`src/rtl/simon_pkg.sv`:
```
// +----------------------------------------------------------------------------+
// | simon_pkg : shared types and constants for the simon core arbiter slice   |
// | Revision  : 1.0                                                            |
// +----------------------------------------------------------------------------+
`default_nettype none

package simon_pkg;

  localparam logic MODE_ENC = 1'b0;
  localparam logic MODE_DEC = 1'b1;

  localparam int BLOCK_W = 32;
  localparam int KEY_W   = 64;

  localparam logic [1:0] ST_IDLE  = 2'd0;
  localparam logic [1:0] ST_START = 2'd1;
  localparam logic [1:0] ST_WAIT  = 2'd2;
  localparam logic [1:0] ST_RESP  = 2'd3;

  typedef struct packed {
    logic               mode;
    logic [BLOCK_W-1:0] block;
    logic [KEY_W-1:0]   key;
  } core_op_t;

  function automatic logic [1:0] idx_to_onehot(input logic idx);
    return idx ? 2'b10 : 2'b01;
  endfunction

endpackage

`default_nettype wire

```
`src/rtl/simon_core_arbiter_rr_arb2.sv`:
```
// +----------------------------------------------------------------------------+
// | rr_arb2  : combinational 2-way round-robin grant                           |
// | Revision : 1.0                                                             |
// +----------------------------------------------------------------------------+
`default_nettype none

module rr_arb2 (
  input  logic [1:0] req_valid,
  input  logic       last_grant,
  output logic [1:0] grant,
  output logic       grant_idx
);

  always_comb begin
    grant     = 2'b00;
    grant_idx = 1'b0;
    case (req_valid)
      2'b01: begin
        grant     = 2'b01;
        grant_idx = 1'b0;
      end
      2'b10: begin
        grant     = 2'b10;
        grant_idx = 1'b1;
      end
      2'b11: begin
        // On a tie the requester not served last wins.
        grant_idx = ~last_grant;
        grant     = last_grant ? 2'b01 : 2'b10;
      end
      default: begin
        grant     = 2'b00;
        grant_idx = 1'b0;
      end
    endcase
  end

endmodule

`default_nettype wire

```
`src/rtl/simon_core_arbiter.sv`:
```
// +----------------------------------------------------------------------------+
// | simon_core_arbiter : shares one simon_rounds core between two requesters   |
// | Revision           : 1.0                                                   |
// +----------------------------------------------------------------------------+
`default_nettype none

module simon_core_arbiter
  import simon_pkg::*;
#(
  parameter int GUARD_CYCLES   = 2,
  parameter int TIMEOUT_CYCLES = 64,
  parameter int CNT_W          = 7
) (
  input  logic                 clk,
  input  logic                 rst_n,
  input  logic [1:0]           req_valid,
  output logic [1:0]           req_ready,
  input  logic [1:0]           req_mode,
  input  logic [2*BLOCK_W-1:0] req_block,
  input  logic [2*KEY_W-1:0]   req_key,
  output logic [1:0]           rsp_valid,
  input  logic [1:0]           rsp_ready,
  output logic [BLOCK_W-1:0]   rsp_data,
  output logic                 rsp_err,
  output logic                 core_rst,
  output logic                 core_mode,
  output logic [BLOCK_W-1:0]   core_block,
  output logic [KEY_W-1:0]     core_key,
  input  logic [BLOCK_W-1:0]   core_ciphertext,
  input  logic                 core_done,
  output logic                 busy
);

  localparam logic [CNT_W-1:0] GUARD_CNT    = CNT_W'(GUARD_CYCLES);
  localparam logic [CNT_W-1:0] TIMEOUT_LAST = CNT_W'(TIMEOUT_CYCLES - 1);

  logic [1:0]         state_q, state_d;
  logic               last_grant_q, last_grant_d;
  logic               cur_q, cur_d;
  logic [CNT_W-1:0]   cnt_q, cnt_d;
  core_op_t           op_q, op_d;
  logic [BLOCK_W-1:0] rsp_data_q, rsp_data_d;
  logic               rsp_err_q, rsp_err_d;

  logic [1:0]         grant;
  logic               grant_idx;
  core_op_t           req_op;

  rr_arb2 u_rr_arb2 (
    .req_valid  (req_valid),
    .last_grant (last_grant_q),
    .grant      (grant),
    .grant_idx  (grant_idx)
  );

  always_comb begin
    req_op.mode  = req_mode[grant_idx];
    req_op.block = grant_idx ? req_block[2*BLOCK_W-1:BLOCK_W] : req_block[BLOCK_W-1:0];
    req_op.key   = grant_idx ? req_key[2*KEY_W-1:KEY_W]       : req_key[KEY_W-1:0];
  end

  always_comb begin
    state_d      = state_q;
    last_grant_d = last_grant_q;
    cur_d        = cur_q;
    cnt_d        = cnt_q;
    op_d         = op_q;
    rsp_data_d   = rsp_data_q;
    rsp_err_d    = rsp_err_q;

    case (state_q)
      ST_IDLE: begin
        // grant is already qualified by req_valid, so a grant is a handshake.
        if (grant != 2'b00) begin
          op_d    = req_op;
          cur_d   = grant_idx;
          state_d = ST_START;
        end
      end
      ST_START: begin
        cnt_d   = '0;
        state_d = ST_WAIT;
      end
      ST_WAIT: begin
        cnt_d = cnt_q + CNT_W'(1);
        // The guard window masks a done level left over from the previous op.
        if ((cnt_q >= GUARD_CNT) && core_done) begin
          rsp_data_d = core_ciphertext;
          rsp_err_d  = 1'b0;
          state_d    = ST_RESP;
        end else if (cnt_q == TIMEOUT_LAST) begin
          rsp_data_d = '0;
          rsp_err_d  = 1'b1;
          state_d    = ST_RESP;
        end
      end
      ST_RESP: begin
        if (rsp_ready[cur_q]) begin
          last_grant_d = cur_q;
          state_d      = ST_IDLE;
        end
      end
      default: begin
        state_d = ST_IDLE;
      end
    endcase
  end

  always_ff @(posedge clk or negedge rst_n) begin
    if (!rst_n) begin
      state_q      <= ST_IDLE;
      last_grant_q <= 1'b1;
      cur_q        <= 1'b0;
      cnt_q        <= '0;
      op_q         <= '0;
      rsp_data_q   <= '0;
      rsp_err_q    <= 1'b0;
    end else begin
      state_q      <= state_d;
      last_grant_q <= last_grant_d;
      cur_q        <= cur_d;
      cnt_q        <= cnt_d;
      op_q         <= op_d;
      rsp_data_q   <= rsp_data_d;
      rsp_err_q    <= rsp_err_d;
    end
  end

  always_comb begin
    req_ready  = (state_q == ST_IDLE) ? grant : 2'b00;
    rsp_valid  = (state_q == ST_RESP) ? idx_to_onehot(cur_q) : 2'b00;
    core_rst   = (state_q == ST_START);
    busy       = (state_q != ST_IDLE);
    rsp_data   = rsp_data_q;
    rsp_err    = rsp_err_q;
    core_mode  = op_q.mode;
    core_block = op_q.block;
    core_key   = op_q.key;
  end

endmodule

`default_nettype wire
```
`config.mk`:
```
export PLATFORM = sky130hd
export DESIGN_NAME = simon_core_arbiter
export DESIGN_NICKNAME = d
export VERILOG_FILES = /design/src/rtl/simon_pkg.sv /design/src/rtl/simon_core_arbiter_rr_arb2.sv /design/src/rtl/simon_core_arbiter.sv
export SDC_FILE = /design/constraint.sdc
export NUM_CORES = 1
export LEC_CHECK = 0
export CAP_MARGIN = 10
export CORE_AREA = 2 2 143 145
export CTS_CLUSTER_SIZE = 10
export DETAILED_ROUTE_END_ITERATION = 16
export DIE_AREA = 0 0 145 147
export GPL_TIMING_DRIVEN = 0
export PLACE_DENSITY_LB_ADDON = 0.3
export SYNTH_ARGS = -nofsm -noshare
export SYNTH_HDL_FRONTEND = slang
export SYNTH_SLANG_ARGS = --single-unit
```
`constraint.sdc`:
```
create_clock -name clk -period 3.25 [get_ports clk]
set_input_delay 0.65 -clock clk [delete_from_list [all_inputs] [get_ports clk]]
set_output_delay 0.65 -clock clk [all_outputs]
set_load 0.02 [all_outputs]
```
Word level (Yosys, flattened, before mapping):

Index checks and enable logic that the tools add are counted.

* add/sub/neg operators: 1
* $lt $le $gt $ge: 3
* equal/unequal tests: 10
* mux-type cells: 22
* bitwise logic cells: 1
* reductions and logical operators: 10

Operators with widths (count)
* $mux 32: 3
* $mux 64: 1
* $mux 2: 8
* $pmux 7 s2: 1
* $eq 2x2->1 const B: 4
* $pmux 2 s4: 1
* $reduce_bool 2->1: 4
* $add 7x1->7 const B: 1
* $eq 7x6->1 const B: 1
* $ge 7x2->1 const B: 1
* $mux 1: 6
* $pmux 2 s3: 1
* $reduce_and 2->1: 3
* $eq 2x1->1 const B: 2
* $lt 1x2->1 const B: 2
* $ne 2x2->1 const B: 2
* $ne 3x3->1 const B: 1
* $reduce_and 3->1: 1
* $logic_not 2->1: 1
* $pmux 1 s2: 1
* $logic_and 1x1->1: 1
* $not 1->1: 1

* flip-flop bits (word level): 141
* input bits: 233
* output and inout bits: 136
* logic and storage cells: 56

Longest topological paths before layout:

* depth after elaboration: 5
* gate-level depth with buffers: 8
* mapped depth without buffers: 6

Cells and area by module:

From an unflattened synthesis, not the netlist that was laid out.

* cells, all modules: 572
* area, all modules: 6294.8 um^2

By module, submodules not included
* simon_core_arbiter: instances 1, cells an instance 568, area each 6268.5 um^2, sequential area each 3529.6 um^2
* rr_arb2: instances 1, cells an instance 4, area each 26.3 um^2, sequential area each 0.0 um^2

Least setup slack after synthesis:

Ideal clock, no wire load.

* kind: input to output
* from: in req_valid[1]
* to: out req_ready[1]
* data arrival time: 1.527 ns
* required time: 2.600 ns
* slack: 1.073 ns
* stages: 5
* path buffers: 3
* cells stage by stage: a21boi_1 > buf_2 > buf_6 > buf_4 > and2_1

* longest elaborated chain between the ends: 3
* elaborated cells on any way between the ends: 5
* those cells by class: 3 x eq/ne; 2 x mux

Ends and longest elaborated chain
* start, declared: RTL line simon_core_arbiter.sv:16 `input logic [1:0] req_valid,`
* $eq 2x2->1 / $eq 2x1->1 (equally long branches): RTL line simon_core_arbiter_rr_arb2.sv:17 `case (req_valid)`
* $pmux 2 s3 *: RTL line simon_core_arbiter_rr_arb2.sv:17
* $mux 2 *: RTL line simon_core_arbiter.sv:130 `req_ready = (state_q == ST_IDLE) ? grant : 2'b00;`
* end, declared: RTL line simon_core_arbiter.sv:17 `output logic [1:0] req_ready,`

Mark *: on every way between the ends. The rest lies on a longest branch, timed or not.

Worst setup path after layout:

Ends and elaborated chain as after synthesis.

==> impl_table.tex <==
\begin{tabular}{lr}
\hline
Metric & Value \\
\hline
\multicolumn{2}{l}{\textbf{Routing}} \\
DRT Wirelength & 21.08 mm \\
Remaining antenna violation count & 0 \\
Routed vias & 5,788 \\
First-pass detailed-route iteration total & 4 \\
Detail-routed net length per standard cell & 16.96 µm \\
Final routed DRC violation total & 0 \\
Count of routing violations after the opening detailed-route iteration & 233 \\
Vias per std cell & 4.656 \\
\multicolumn{2}{l}{\textbf{STA}} \\
Final TNS setup & 0 ps \\
Worst slew pin tran & 641.5 ps \\
Shortest clock period the worst path allows after layout & 3030 ps \\
Relative slew slack & 56.94\% \\
Final hold viol count & 0 \\
Max Fclk & 0.3300 GHz \\
Setup violations, final & 0 \\
Unrepaired setup endpoints after global routing & no \\
Slew Viols, Final & 0 \\
Part of the cycle the worst path needs & 93.23\% \\
Setup Skew & 12.35 ps \\
\multicolumn{2}{l}{\textbf{Logic synthesis}} \\
Area fraction of the dominant cell type after synthesis & 55.62\% \\
Synthesized instance count & 575 \\
Count of synthesis-stage warnings from yosys & 0 \\
Number of synthesized flops with an enable pin & 0 \\
Synthesized flop and latch total & 141 \\
Top cells by area in the synthesized netlist & dfrtp\_1 56\%, mux2i\_1 16\%, o21ai\_1 7.9\% \\
Sequential area share after synthesis & 56.04\% \\
Proportion of register bits with asynchronous set or reset after synthesis & 100.0\% \\
Synthesized area per cell & 10.95 µm² \\
Count of different cell masters after synthesis & 38 \\
Predominant post-synthesis flop cell & dfrtp\_1 \\
Net count after synthesis & 814 \\
Cell type contributing the most total cell area after synthesis & dfrtp\_1 \\
Area of the mapped netlist & 6299 µm² \\
\multicolumn{2}{l}{\textbf{GRT}} \\
Initial antenna violation count & 0 \\
Largest net degree at the start of global routing & 85 \\
Remaining global-route overflow & 0 \\
First-pass GRT wire length & 33.64 mm \\
Number of global-route vias before repair & 6,040 \\
Gr usage total & 20.14\% \\
\multicolumn{2}{l}{\textbf{Placed design}} \\
Sum of net half-perimeters after detailed placement & 16.30 mm \\
Placed standard-cell area & 10,350 µm² \\
Gp weighted congestion & 0.7946 \\
I/O Buffers & 368 \\
\multicolumn{2}{l}{\textbf{Run}} \\
MaxCap Viol Count & 0 \\
\multicolumn{2}{l}{\textbf{Setup path}} \\
Worst R2R Path Depth & 6 \\
Worst-path maximum fanout & 19 \\
Crit path DAT & 2380 ps \\
Reg2reg end & core\_key[36] \\
Type of the worst setup path & primary input to output port \\
Worst reg2reg path startpoint & state\_q[0] \\
Ordered cell list for the critical path & clkdlybuf4s50\_1, a21boi\_1, buf\_4, buf\_6, and2\_1, dlygate4sd2\_1 \\
Buffers \& Inverters on Critical Path & 4 \\
Critical path startpoint category & primary input \\
Worst Path Required & 2600 ps \\
Slowest-stage cell, CP & clkdlybuf4s50\_1 \\
Delay-heaviest family, CP & buffers and inverters \\
Element type at the critical path end & output port \\
Reg-to-reg setup timing slack & 840 ps \\
CP max stage delay & 510 ps \\
\multicolumn{2}{l}{\textbf{Clock network}} \\
Clock insertion delay at the later pin of the skew report & 420 ps \\
CTS H-tree depth & 4 \\
Clock buffers created by TritonCTS & 17 \\
CTS tree & yes \\
Root Buffer & clkbuf\_16 \\
Maximum count of clock buffers along a single path & 2 \\
Clock transition at the registers of the reported paths & 60 ps \\
Sinks on Clock Net & 141 \\
\multicolumn{2}{l}{\textbf{Floorplanning}} \\
Height of the die & 147 µm \\
Number of ports placed on the die boundary & 369 \\
Floorplan die area & 21,320 µm² \\
Placeable core region & 19,840 µm² \\
Starting Density & 31.74\% \\
Number of core rows & 52 \\
Width of the chip & 145 µm \\
\multicolumn{2}{l}{\textbf{Cells and area}} \\
Storage element area & 3530 µm² \\
Fraction of final layout cells with drive strength greater than 1 & 6.372\% \\
Multi-input combinational cell area & 2511 µm² \\
Count of filler cells inserted in the layout & 1,799 \\
Number of inserted diodes & 0 \\
Final non-filler cell area & 10,980 µm² \\
P\&R area growth vs syn & 74.28\% \\
Number of nets in the final layout & 1,201 \\
Commonest cells after routing, fill and taps aside & 366 x clkdlybuf4s50\_1, 140 x dfrtp\_1, 105 x nand2\_1 \\
Most common cell after layout, fill and taps aside & clkdlybuf4s50\_1 \\
\multicolumn{2}{l}{\textbf{Run status}} \\
Result of the run & finished clean \\
\multicolumn{2}{l}{\textbf{Power}} \\
Worst vdd rail ir drop & 0.3667 mV \\
Standby leakage power & 0.004861 µW \\
Cell Pwr Density & 917.4 nW/µm² \\
\multicolumn{2}{l}{\textbf{Hold path}} \\
Tightest Hold Check Type & primary input to async pin \\
\hline
\end{tabular}
-- cell usage after synthesis, types with 2 or more instances --
library cell and number:
a21oi_1 6, inv_1 8, and2_1 2, nor2b_1 3
buf_4 3, mux2i_1 100, buf_6 5, o21ai_0 3
nor3_1 3, ha_1 6, dfrtp_1 140, a22o_1 32
nand2_1 105, o21ai_1 99, buf_2 17, nand3_1 2
nor2_1 6, clkbuf_1 15
-- sequential cells by signal (all words and copies together), names as in the netlist --
name          cells
core_key         64
rsp_err           1
cur_q             1
core_block       32
state_q           2
last_grant_q      1
cnt_q             7
core_mode         1
rsp_data         32
-- report_power, final --
group / switching (µW) / internal [µW] / leakage [µW]
clock: 742 / 1370 / 0.000313
sequential: 450 / 2570 / 0.00176
combinational: 2600 / 2330 / 0.00278
total: 3800 / 6270 / 0.00486
-- what timing repair did --
action	in CTS	in global routing
buffers inserted	0	0
hold buffers	0	0
pin swaps	0	0
setup endpoints to repair	1	1
resized for setup	2	0
-- worst max-delay path by stage --
stage | startpoint | depth (start not counted) | slack [ps] | to
floorplan | req_valid[1] | 5 | 1070 | req_ready[1]
global placement | rst_n | 1 | -4320 | core_block[6]
detailed placement | req_valid[1] | 7 | -330 | req_ready[1]
CTS | req_valid[1] | 7 | 40 | req_ready[1]
global route | req_valid[1] | 6 | 130 | req_ready[1]
finish | req_valid[1] | 6 | 220 | req_ready[1]
-- stage by stage --
stage               utilization, %  std cells  worst slack [ps]  power [µW]  hold slack (ps)
floorplan                        -        575              1073        5505            354.4
global placement             52.01       1213             -4321        7964            465.5
detailed placement           52.15       1214            -331.5        8033            474.4
CTS                          55.35       1244             39.13       10210            201.4
global route                 55.32       1243             126.7       10700            217.5
finish                       55.32       1243             219.9       10070            182.0
-- logic make-up after synthesis --
| kind of cell | count (synthesis) | share of synthesized area, % |
|---|---|---|
| compound gates | 148 | 14.04 |
| xor+xnor | 1 | 0.1391 |
| fa+ha+maj | 6 | 1.192 |
| buf+inv | 50 | 4.092 |
| flops | 141 | 56.04 |
| mux | 101 | 16.07 |
| simple gates | 128 | 8.423 |
-- final cells by class --
class,instances,share of cell area (%)
repair buffers,369,33.81
flip-flops and latches,141,32.16
multi-input cells,384,22.88
clock buffers,19,4.035
well taps,270,3.078
plain buffers,40,1.995
clock inverters,11,1.744
inverters,9,0.3078
-- per-layer routing --
layer / vias up / global-route usage [%] / wire, µm
li1: 2797 / - / -
met1: 2717 / 24.42 / 8687
met2: 249 / 34.21 / 10390
met3: 25 / 6.460 / 1592
met4: 0 / 6.436 / 410
met5: - / 0 / 0
Power figures use the tool's default switching activity.
